File: config.mk
export PLATFORM = sky130hd
export DESIGN_NAME = sd_emmc_cmd_responder
export DESIGN_NICKNAME = d
export VERILOG_FILES = /design/src/rtl/sd_emmc_cmd_responder.sv
export SDC_FILE = /design/constraint.sdc
export NUM_CORES = 1
export LEC_CHECK = 0
export CAP_MARGIN = 20
export CORE_AREA = 2 2 137 173
export CTS_CLUSTER_DIAMETER = 200
export DETAILED_ROUTE_END_ITERATION = 6
export DIE_AREA = 0 0 139 175
export GPL_TIMING_DRIVEN = 1
export PLACE_DENSITY = 0.85
export SLEW_MARGIN = 10
export SYNTH_ARGS = -nofsm -noshare
export SYNTH_HDL_FRONTEND = slang
export SYNTH_SLANG_ARGS = --single-unit
File: constraint.sdc
create_clock -name sd_clk -period 5.56 [get_ports sd_clk]
set_input_delay 1.112 -clock sd_clk [delete_from_list [all_inputs] [get_ports sd_clk]]
set_output_delay 1.112 -clock sd_clk [all_outputs]
set_load 0.03 [all_outputs]
File: src/rtl/sd_emmc_cmd_responder.sv
// ---------------------------------------------------------------------------
// sd_emmc_cmd_responder
// Card-side eMMC CMD-line endpoint. Receives 48-bit host command frames
// (start, direction, index, argument, CRC7, end), checks framing and CRC7,
// and presents the index and argument to device logic. When asked, it
// transmits a short (R1/R3, 48-bit) or long (R2, 136-bit) response after a
// gap of NCR_CYCLES released clocks.
//
// Optional build macro: SD_EMMC_R1B_BUSY_EN
//   When defined, the port busy_hold_i is added and response type 11 (R1b)
//   holds DAT0 low after the end bit for at least BUSY_MIN cycles and for as
//   long as busy_hold_i is high. When undefined, type 11 is sent as a plain
//   R1 and dat0_busy_o never leaves 1.
//
// Ports
//   sd_clk         card clock; CMD sampled and driven on the rising edge
//   rst            asynchronous active-low reset
//   cmd_i          CMD line input
//   cmd_o/cmd_oe_o CMD drive value / drive enable
//   cmd_valid_o    one-cycle pulse per accepted frame
//   cmd_crc_ok_o   received CRC7 matched (held until the next frame)
//   cmd_index_o    received command index (held)
//   cmd_arg_o      received argument (held)
//   resp_start_i   response request, honoured only while awaiting a response
//   resp_type_i    00 none, 01 R2, 10 R1/R3, 11 R1b
//   resp_r3_i      short response uses all-ones index and CRC fields
//   resp_status_i  short-response payload
//   resp_long_i    R2 payload (CID/CSD[127:8])
//   resp_busy_o    high from request acceptance through the end bit
//   resp_done_o    one-cycle pulse after the end bit
//   busy_hold_i    (optional) extend DAT0 busy
//   dat0_busy_o    DAT0 drive, active low; 1 = released
// ---------------------------------------------------------------------------
module sd_emmc_cmd_responder #(
  parameter int NCR_CYCLES = 2,
  parameter int BUSY_MIN   = 2
) (
  input  logic         sd_clk,
  input  logic         rst,
  input  logic         cmd_i,
  output logic         cmd_o,
  output logic         cmd_oe_o,
  output logic         cmd_valid_o,
  output logic         cmd_crc_ok_o,
  output logic [5:0]   cmd_index_o,
  output logic [31:0]  cmd_arg_o,
  input  logic         resp_start_i,
  input  logic [1:0]   resp_type_i,
  input  logic         resp_r3_i,
  input  logic [31:0]  resp_status_i,
  input  logic [119:0] resp_long_i,
  output logic         resp_busy_o,
  output logic         resp_done_o,
`ifdef SD_EMMC_R1B_BUSY_EN
  input  logic         busy_hold_i,
`endif
  output logic         dat0_busy_o
);

  localparam logic [2:0] S_RX_IDLE   = 3'd0;
  localparam logic [2:0] S_RX_SHIFT  = 3'd1;
  localparam logic [2:0] S_WAIT_RESP = 3'd2;
  localparam logic [2:0] S_NCR       = 3'd3;
  localparam logic [2:0] S_TX_SHIFT  = 3'd4;
  localparam logic [2:0] S_BUSY      = 3'd5;

  localparam logic [7:0] NCR_LAST    = 8'(NCR_CYCLES - 1);
  localparam logic [7:0] BUSY_MIN_M1 = 8'(BUSY_MIN - 1);

  // One step of the serial CRC7 (x^7 + x^3 + 1), MSB-first.
  function automatic logic [6:0] crc7_step(input logic [6:0] crc, input logic din);
    logic fb;
    fb = din ^ crc[6];
    return {crc[5:0], 1'b0} ^ (fb ? 7'h09 : 7'h00);
  endfunction

  logic         w_busy_hold;
  logic         w_r1b_en;
`ifdef SD_EMMC_R1B_BUSY_EN
  assign w_busy_hold = busy_hold_i;
  assign w_r1b_en    = 1'b1;
`else
  assign w_busy_hold = 1'b0;
  assign w_r1b_en    = 1'b0;
`endif

  logic [2:0]   r_state;
  logic [7:0]   r_cnt;
  logic [44:0]  r_rx_sr;     // frame bits 2..46 once bit 47 is on cmd_i
  logic [6:0]   r_rx_crc;
  logic [135:0] r_tx_sr;     // response image, next bit at [135]
  logic [6:0]   r_tx_crc;
  logic         r_tx_long;
  logic         r_tx_r3;
  logic         r_tx_r1b;
  logic         r_tx_end;
  logic         r_cmd_o;
  logic         r_cmd_oe;
  logic         r_valid;
  logic         r_crc_ok;
  logic [5:0]   r_index;
  logic [31:0]  r_arg;
  logic         r_busy;
  logic         r_done;
  logic         r_dat0;
  logic [7:0]   r_busy_cnt;

  logic [7:0]   w_tx_last;
  logic         w_tx_in_crc_data;
  logic         w_tx_in_crc_field;
  logic         w_tx_bit;
  logic         w_busy_start;
  logic         w_busy_release;

  assign w_tx_last         = r_tx_long ? 8'd135 : 8'd47;
  // R2 excludes its 8-bit header from the CRC; short frames cover bits 0..39.
  assign w_tx_in_crc_data  = r_tx_long ? ((r_cnt >= 8'd8) && (r_cnt <= 8'd127))
                                       : (r_cnt <= 8'd39);
  assign w_tx_in_crc_field = r_tx_long ? ((r_cnt >= 8'd128) && (r_cnt <= 8'd134))
                                       : ((r_cnt >= 8'd40) && (r_cnt <= 8'd46));
  // R3 carries a fixed all-ones CRC field that is preloaded into r_tx_sr.
  assign w_tx_bit          = (w_tx_in_crc_field && !r_tx_r3) ? r_tx_crc[6] : r_tx_sr[135];
  assign w_busy_start      = (r_state == S_TX_SHIFT) && r_tx_end && r_tx_r1b;
  assign w_busy_release    = !r_dat0 && (r_busy_cnt >= BUSY_MIN_M1) && !w_busy_hold;

  // Command receive, response sequencing and transmit shifter.
  always_ff @(posedge sd_clk or negedge rst) begin
    if (!rst) begin
      r_state   <= S_RX_IDLE;
      r_cnt     <= 8'd0;
      r_rx_sr   <= 45'd0;
      r_rx_crc  <= 7'd0;
      r_tx_sr   <= 136'd0;
      r_tx_crc  <= 7'd0;
      r_tx_long <= 1'b0;
      r_tx_r3   <= 1'b0;
      r_tx_r1b  <= 1'b0;
      r_tx_end  <= 1'b0;
      r_cmd_o   <= 1'b1;
      r_cmd_oe  <= 1'b0;
      r_valid   <= 1'b0;
      r_crc_ok  <= 1'b0;
      r_index   <= 6'd0;
      r_arg     <= 32'd0;
      r_busy    <= 1'b0;
      r_done    <= 1'b0;
    end else begin
      r_valid <= 1'b0;
      r_done  <= 1'b0;
      case (r_state)
        S_RX_IDLE: begin
          if (!cmd_i) begin
            r_state  <= S_RX_SHIFT;
            r_cnt    <= 8'd1;
            r_rx_crc <= 7'd0;  // start bit 0 leaves a zero CRC unchanged
          end
        end

        S_RX_SHIFT: begin
          if (r_cnt <= 8'd39) begin
            r_rx_crc <= crc7_step(r_rx_crc, cmd_i);
          end
          if ((r_cnt == 8'd1) && !cmd_i) begin
            r_state <= S_RX_IDLE;  // card-to-host direction: not for us
          end else if (r_cnt == 8'd47) begin
            if (cmd_i) begin
              r_valid  <= 1'b1;
              r_index  <= r_rx_sr[44:39];
              r_arg    <= r_rx_sr[38:7];
              r_crc_ok <= (r_rx_sr[6:0] == r_rx_crc);
              r_state  <= S_WAIT_RESP;
            end else begin
              r_state  <= S_RX_IDLE;
            end
          end else begin
            r_rx_sr <= {r_rx_sr[43:0], cmd_i};
            r_cnt   <= r_cnt + 8'd1;
          end
        end

        S_WAIT_RESP: begin
          // A new start bit takes priority over a simultaneous request.
          if (!cmd_i) begin
            r_state  <= S_RX_SHIFT;
            r_cnt    <= 8'd1;
            r_rx_crc <= 7'd0;
          end else if (resp_start_i) begin
            if (resp_type_i == 2'b00) begin
              r_state <= S_RX_IDLE;
            end else begin
              r_tx_long <= (resp_type_i == 2'b01);
              r_tx_r3   <= (resp_type_i != 2'b01) && resp_r3_i;
              r_tx_r1b  <= (resp_type_i == 2'b11) && w_r1b_en;
              if (resp_type_i == 2'b01) begin
                r_tx_sr <= {2'b00, 6'h3F, resp_long_i, 7'h00, 1'b1};
              end else begin
                r_tx_sr <= {2'b00, (resp_r3_i ? 6'h3F : r_index), resp_status_i,
                            (resp_r3_i ? 7'h7F : 7'h00), 1'b1, 88'd0};
              end
              r_tx_crc <= 7'd0;
              r_tx_end <= 1'b0;
              r_busy   <= 1'b1;
              r_cnt    <= 8'd0;
              r_state  <= S_NCR;
            end
          end
        end

        S_NCR: begin
          if (r_cnt == NCR_LAST) begin
            // Bit 0 is the start bit (0); it does not move a zero CRC.
            r_cmd_oe <= 1'b1;
            r_cmd_o  <= r_tx_sr[135];
            r_tx_sr  <= {r_tx_sr[134:0], 1'b0};
            r_cnt    <= 8'd1;
            r_state  <= S_TX_SHIFT;
          end else begin
            r_cnt    <= r_cnt + 8'd1;
          end
        end

        S_TX_SHIFT: begin
          if (r_tx_end) begin
            r_cmd_oe <= 1'b0;
            r_cmd_o  <= 1'b1;
            r_done   <= 1'b1;
            r_busy   <= 1'b0;
            r_tx_end <= 1'b0;
            r_cnt    <= 8'd0;
            r_state  <= r_tx_r1b ? S_BUSY : S_RX_IDLE;
          end else begin
            r_cmd_o <= w_tx_bit;
            r_tx_sr <= {r_tx_sr[134:0], 1'b0};
            if (w_tx_in_crc_data) begin
              r_tx_crc <= crc7_step(r_tx_crc, r_tx_sr[135]);
            end else if (w_tx_in_crc_field) begin
              r_tx_crc <= {r_tx_crc[5:0], 1'b0};
            end
            // Counter parks on the end bit rather than running past 135.
            if (r_cnt == w_tx_last) begin
              r_tx_end <= 1'b1;
            end else begin
              r_cnt    <= r_cnt + 8'd1;
            end
          end
        end

        S_BUSY: begin
          if (!cmd_i) begin
            r_state  <= S_RX_SHIFT;
            r_cnt    <= 8'd1;
            r_rx_crc <= 7'd0;
          end else if (w_busy_release || r_dat0) begin
            r_state  <= S_RX_IDLE;
          end
        end

        default: begin
          r_state <= S_RX_IDLE;
        end
      endcase
    end
  end

  // DAT0 busy timer; runs independently so a new command can arrive meanwhile.
  always_ff @(posedge sd_clk or negedge rst) begin
    if (!rst) begin
      r_dat0     <= 1'b1;
      r_busy_cnt <= 8'd0;
    end else if (w_busy_start) begin
      r_dat0     <= 1'b0;
      r_busy_cnt <= 8'd0;
    end else if (!r_dat0) begin
      if (w_busy_release) begin
        r_dat0 <= 1'b1;
      end else if (r_busy_cnt != 8'hFF) begin
        r_busy_cnt <= r_busy_cnt + 8'd1;
      end
    end
  end

  assign cmd_o        = r_cmd_o;
  assign cmd_oe_o     = r_cmd_oe;
  assign cmd_valid_o  = r_valid;
  assign cmd_crc_ok_o = r_crc_ok;
  assign cmd_index_o  = r_index;
  assign cmd_arg_o    = r_arg;
  assign resp_busy_o  = r_busy;
  assign resp_done_o  = r_done;
  assign dat0_busy_o  = r_dat0;

endmodule

* Word-level counts from Yosys, hierarchy flattened
Index checks and enable logic that the tools add are counted.
Word-level totals: register bits 262, word-level logic and storage cells 175
Operators by class: muxes and demuxes 74, $lt $le $gt $ge 8, add/sub/neg operators 2, equality and inequality tests 30, bitwise operators 9, reductions and logical operators 33
Operator list (count):
- $mux W136 | 5
- $pmux W136 S3 | 1
- $mux W134 | 1
- $mux W8 | 13
- $mux W7 | 9
- $pmux W8 S5 | 1
- $pmux W7 S2 | 2
- $mux W3 | 9
- $ne A2 B2 Y1 const B | 12
- $mux W1 | 23
- $ne A3 B3 Y1 const B | 6
- $pmux W3 S6 | 1
- $reduce_and A6 Y1 | 3
- $add A8 B1 Y8 const B | 2
- $le A8 B6 Y1 const B | 2
- $xor A7 B4 Y7 | 2
- $reduce_and A3 Y1 | 4
- $reduce_and A4 Y1 | 3
- $eq A8 B1 Y1 const B | 1
- $eq A8 B6 Y1 const B | 1
- $eq A8 B8 Y1 | 1
- $ge A8 B1 Y1 const B | 1
- $ge A8 B4 Y1 const B | 1
- $ge A8 B6 Y1 const B | 1
- 29 further kinds | 51

* Logic depth before layout (Yosys ltp)
word-level depth 7, mapped depth 9

* Worst setup path before layout
Ideal clock, no wire load.
path kind in2reg, start in resp_type_i[0], end reg r_tx_sr[100], library setup time 0.125 ns, data required time 5.435 ns, path buffers 2, slack 2.993 ns, stages 7, data arrival time 2.442 ns, cell sequence o211ai_1 > nor2_1 > a21o_4 > a31oi_4 > buf_12 > buf_12 > mux2_4
Between the ends: word-level cells in the longest chain between the ends 6
Ends and longest elaborated chain:
- start, declared | line 48 | input logic [1:0] resp_type_i,
- $eq A2 B1 Y1 | line 194 | if (resp_type_i == 2'b01) begin
- $mux W134 | line 194
- $mux W136 | line 188 | if (resp_type_i == 2'b00) begin
- $mux W136 | line 187 | end else if (resp_start_i) begin
- $mux W136 | line 183 | if (!cmd_i) begin
- $pmux W136 S3 | line 150 | case (r_state)
- end signal, assigned | line 195 | r_tx_sr <= {2'b00, 6'h3F, resp_long_i, 7'h00, 1'b1};
- end signal, assigned | line 197 | r_tx_sr <= {2'b00, (resp_r3_i ? 6'h3F : r_index), resp_status_i,
- end signal, assigned | line 214 | r_tx_sr <= {r_tx_sr[134:0], 1'b0};
- end, declared | line 91 | logic [135:0] r_tx_sr;
Parallel ways exist; a longest one is shown, timed or not. The select of a mux whose other input is x is not followed. A chain may end at the register's enable or synchronous reset.

* Final worst setup path
start in cmd_i, end reg r_tx_sr[13]
Between the ends: word-level cells in the longest chain between the ends 2
Ends and longest elaborated chain:
- start, declared | line 40 | input logic cmd_i,
- $ne A2 B2 Y1 (no source line)
- $reduce_and A6 Y1 (no source line)
Every way passes these cells.

==> results.py <==
metrics = {
    "status": {
        "status": "finished clean",
    },
    "detailed_routing": {
        "viasPerCell": 5.657,
        "drc": 0,
        "vias": 9385,
        "drt_iter0_drc": 621,
        "met2_length_mm": 14.17,
        "wl_per_cell_um": 17.41,
        "drt_first_pass_iters": 5,
        "wl_met3_mm": 1.893,
        "wl_mm": 28.89,
        "drtAntennaViolNets": 0,
        "met1Wirelength_mm": 12.09,
        "top_layer_used": "met4",
    },
    "grt": {
        "grt_first_pass_wirelength_mm": 47.24,
        "grt_antenna_before_repair": 0,
        "grt_max_degree": 167,
        "grt-ovfl-total": 0,
        "grt.total_usage": 0.2323,
        "grt_pass1_vias": 9588,
    },
    "timing": {
        "hold_violations": 0,
        "fin_tns_setup_ns": 0,
        "fin_skew_ns": 0.01339,
        "setup_violations": 0,
        "tightest_slew_ns": 0.9418,
        "final_max_slew_viol_count": 0,
        "finalCritPeriodShare": 0.6274,
        "fmax_mhz": 286.7,
        "max-slew-margin-rel": 0.3663,
        "fin_crit_ns": 3.489,
        "finalWorstSetupSlack_ns": 2.071,
        "rsz0062_at_grt": "no",
    },
    "synth": {
        "synth_enable_flop_cells": 0,
        "synthCells": 1194,
        "synthArstFlopShare": 1.000,
        "synth-seq-area-share": 0.4982,
        "syn_area_per_cell_um2": 11.03,
        "ys_warn_count": 0,
        "synth-main-ff-cell": "dfrtp_1",
        "synthesis.area_mm2": 0.01317,
        "synth_area_leader_cell": "dfrtp_1",
        "synth_top_area_frac": 0.4942,
        "yosys-top-cells-area": "dfrtp_1 49%, mux2_4 13%, mux2_2 8.0%",
        "syn_nets": 1359,
        "ys_ff_latch": 262,
        "yosys.cell_types.count": 62,
    },
    "power": {
        "p_per_area_mw_per_mm2": 417.3,
        "ir_drop_v": 0.0003994,
        "power.total_w": 0.006712,
        "power_leakage_nw": 8.155,
    },
    "floorplan": {
        "die_w_um": 139,
        "rows": 62,
        "die_y_um": 175,
        "start_util": 0.5812,
        "core-area_mm2": 0.02265,
        "io-pin-count": 204,
        "die_area_mm2": 0.02433,
    },
    "setup_path": {
        "cp-end-kind": "flip-flop",
        "startpoint_type": "primary input",
        "critPathRequiredTime_ns": 5.96,
        "worstSetupPathType": "primary input to flip-flop",
        "worstPathArrival_ns": 3.89,
        "critPathMaxFanout": 52,
        "reg2regPathDepth": 4,
    },
    "clocking": {
        "path_clk_slew_ns": 0.06,
        "worstSkewPairLatency_ns": 0.52,
        "cts_tree": "built",
        "clk_path_buf_depth": 3,
        "htreeDepth": 1,
        "hold_buffers": 0,
        "post-cts-setup-buffers": 0,
        "cts_sinks": 262,
        "clockRootBuffer": "clkbuf_16",
        "cts_resized": 0,
        "cts_made_buffers": 27,
    },
    "layout": {
        "area_growth_syn_to_layout_pct": 22.17,
        "stdcell_count": 1659,
        "fin_nets": 1519,
        "seqCellArea_mm2": 0.006559,
        "fillers": 1574,
        "drive_above_1_share": 0.2042,
        "diodes": 0,
        "final_cell_mix": "260 x nand2_1, 260 x dfrtp_1, 202 x clkdlybuf4s50_1",
        "final_core_util": 0.7101,
        "multiInputGateArea_mm2": 0.005957,
    },
    "flow_run": {
        "drv_cap": 0,
    },
    "placement": {
        "preCtsSetupSlack_ns": 1.529,
        "dp_hpwl_mm": 18.40,
        "gp_congestion": 0.8631,
        "place.port_buffers": 203,
        "placed_cells_incl_taps": 1612,
    },
    "worst_hold_path": {
        "hold_path.class": "flip-flop to flip-flop",
        "hold_depth": 0,
    },
}
==> sequential cells by signal, indices dropped and copies added, names as in the netlist, 3 cells and up <==
register / cells
r_rx_sr: 45
cmd_index_o: 6
cmd_arg_o: 32
r_state: 3
r_tx_crc: 7
r_tx_sr: 136
r_busy_cnt: 8
r_cnt: 8
r_rx_crc: 7
==> power breakdown <==
group | switching [W] | internal, W
registers | 0.000431 | 0.00246
logic | 0.000930 | 0.00114
clock network | 0.000716 | 0.00103
==> final cells by class <==
type | count | area share
Sequential cell | 262 | 0.4078
Timing Repair Buffer | 218 | 0.1391
Clock inverter | 4 | 0.003034
Tap cell | 288 | 0.02240
Inverter | 32 | 0.007468
Multi-Input combinational cell | 813 | 0.3704
Clock buffer | 42 | 0.04986
==> cells by family after synthesis <==
group | after synthesis | share of synthesized area
simple gates | 457 | 0.1500
flops | 262 | 0.4982
mux | 232 | 0.2287
buf+inv | 119 | 0.05104
compound gates | 107 | 0.05912
xor+xnor | 11 | 0.007318
fa+ha+maj | 6 | 0.005702
==> per-layer routing <==
| layer | up-vias | global-route usage |
|---|---|---|
| met5 | - | 0 |
| met4 | 0 | 0.06439 |
| met3 | 58 | 0.04878 |
| met2 | 265 | 0.3988 |
| met1 | 4660 | 0.3005 |
| li1 | 4402 | - |
==> worst paths after layout <==
path                                from             to  slack [ns]
max                                cmd_i    r_tx_sr[13]        2.07
min                        r_busy_cnt[4]  r_busy_cnt[4]        0.38
max reg2reg                   r_state[0]    r_rx_sr[25]        2.65
min reg2reg                r_busy_cnt[4]  r_busy_cnt[4]        0.38
max in group asynchronous            rst   r_tx_sr[107]        3.90
min in group asynchronous            rst  cmd_arg_o[15]        0.51
==> synth_stat cells, types with 4 or more instances <==
| cell type | n |
|---|---|
| buf_6 | 4 |
| buf_2 | 10 |
| ha_1 | 6 |
| buf_12 | 11 |
| inv_1 | 32 |
| dfrtp_1 | 260 |
| o21ai_0 | 15 |
| nor3_1 | 4 |
| xor2_1 | 6 |
| mux2_2 | 94 |
| o22ai_1 | 8 |
| mux2_4 | 114 |
| mux2i_1 | 24 |
| a21oi_1 | 7 |
| a31oi_1 | 41 |
| nand4_1 | 4 |
| nand2_1 | 260 |
| xnor2_1 | 5 |
| a22o_1 | 8 |
| o211ai_1 | 4 |
| buf_1 | 8 |
| clkbuf_1 | 53 |
| nand3_1 | 91 |
| nand2b_1 | 6 |
| nor2_1 | 65 |
==> critical path: stages <==
cell             delay [ns]
clkdlybuf4s50_1        0.75
o211ai_1               0.31
nor2_1                 0.08
a21o_4                 0.22
a31oi_4                0.57
buf_12                 0.41
mux2_2                 0.39
==> through the flow <==
step | hold WS (ns) | cell area (um^2)
finish | 0.3813 | 16080
global route | 0.3994 | 16080
CTS | 0.3826 | 16060
detailed placement | 0.3687 | 15210
global placement | 0.3658 | 15190
floorplan | 0.4292 | 13170
Power figures use the tool's default switching activity.
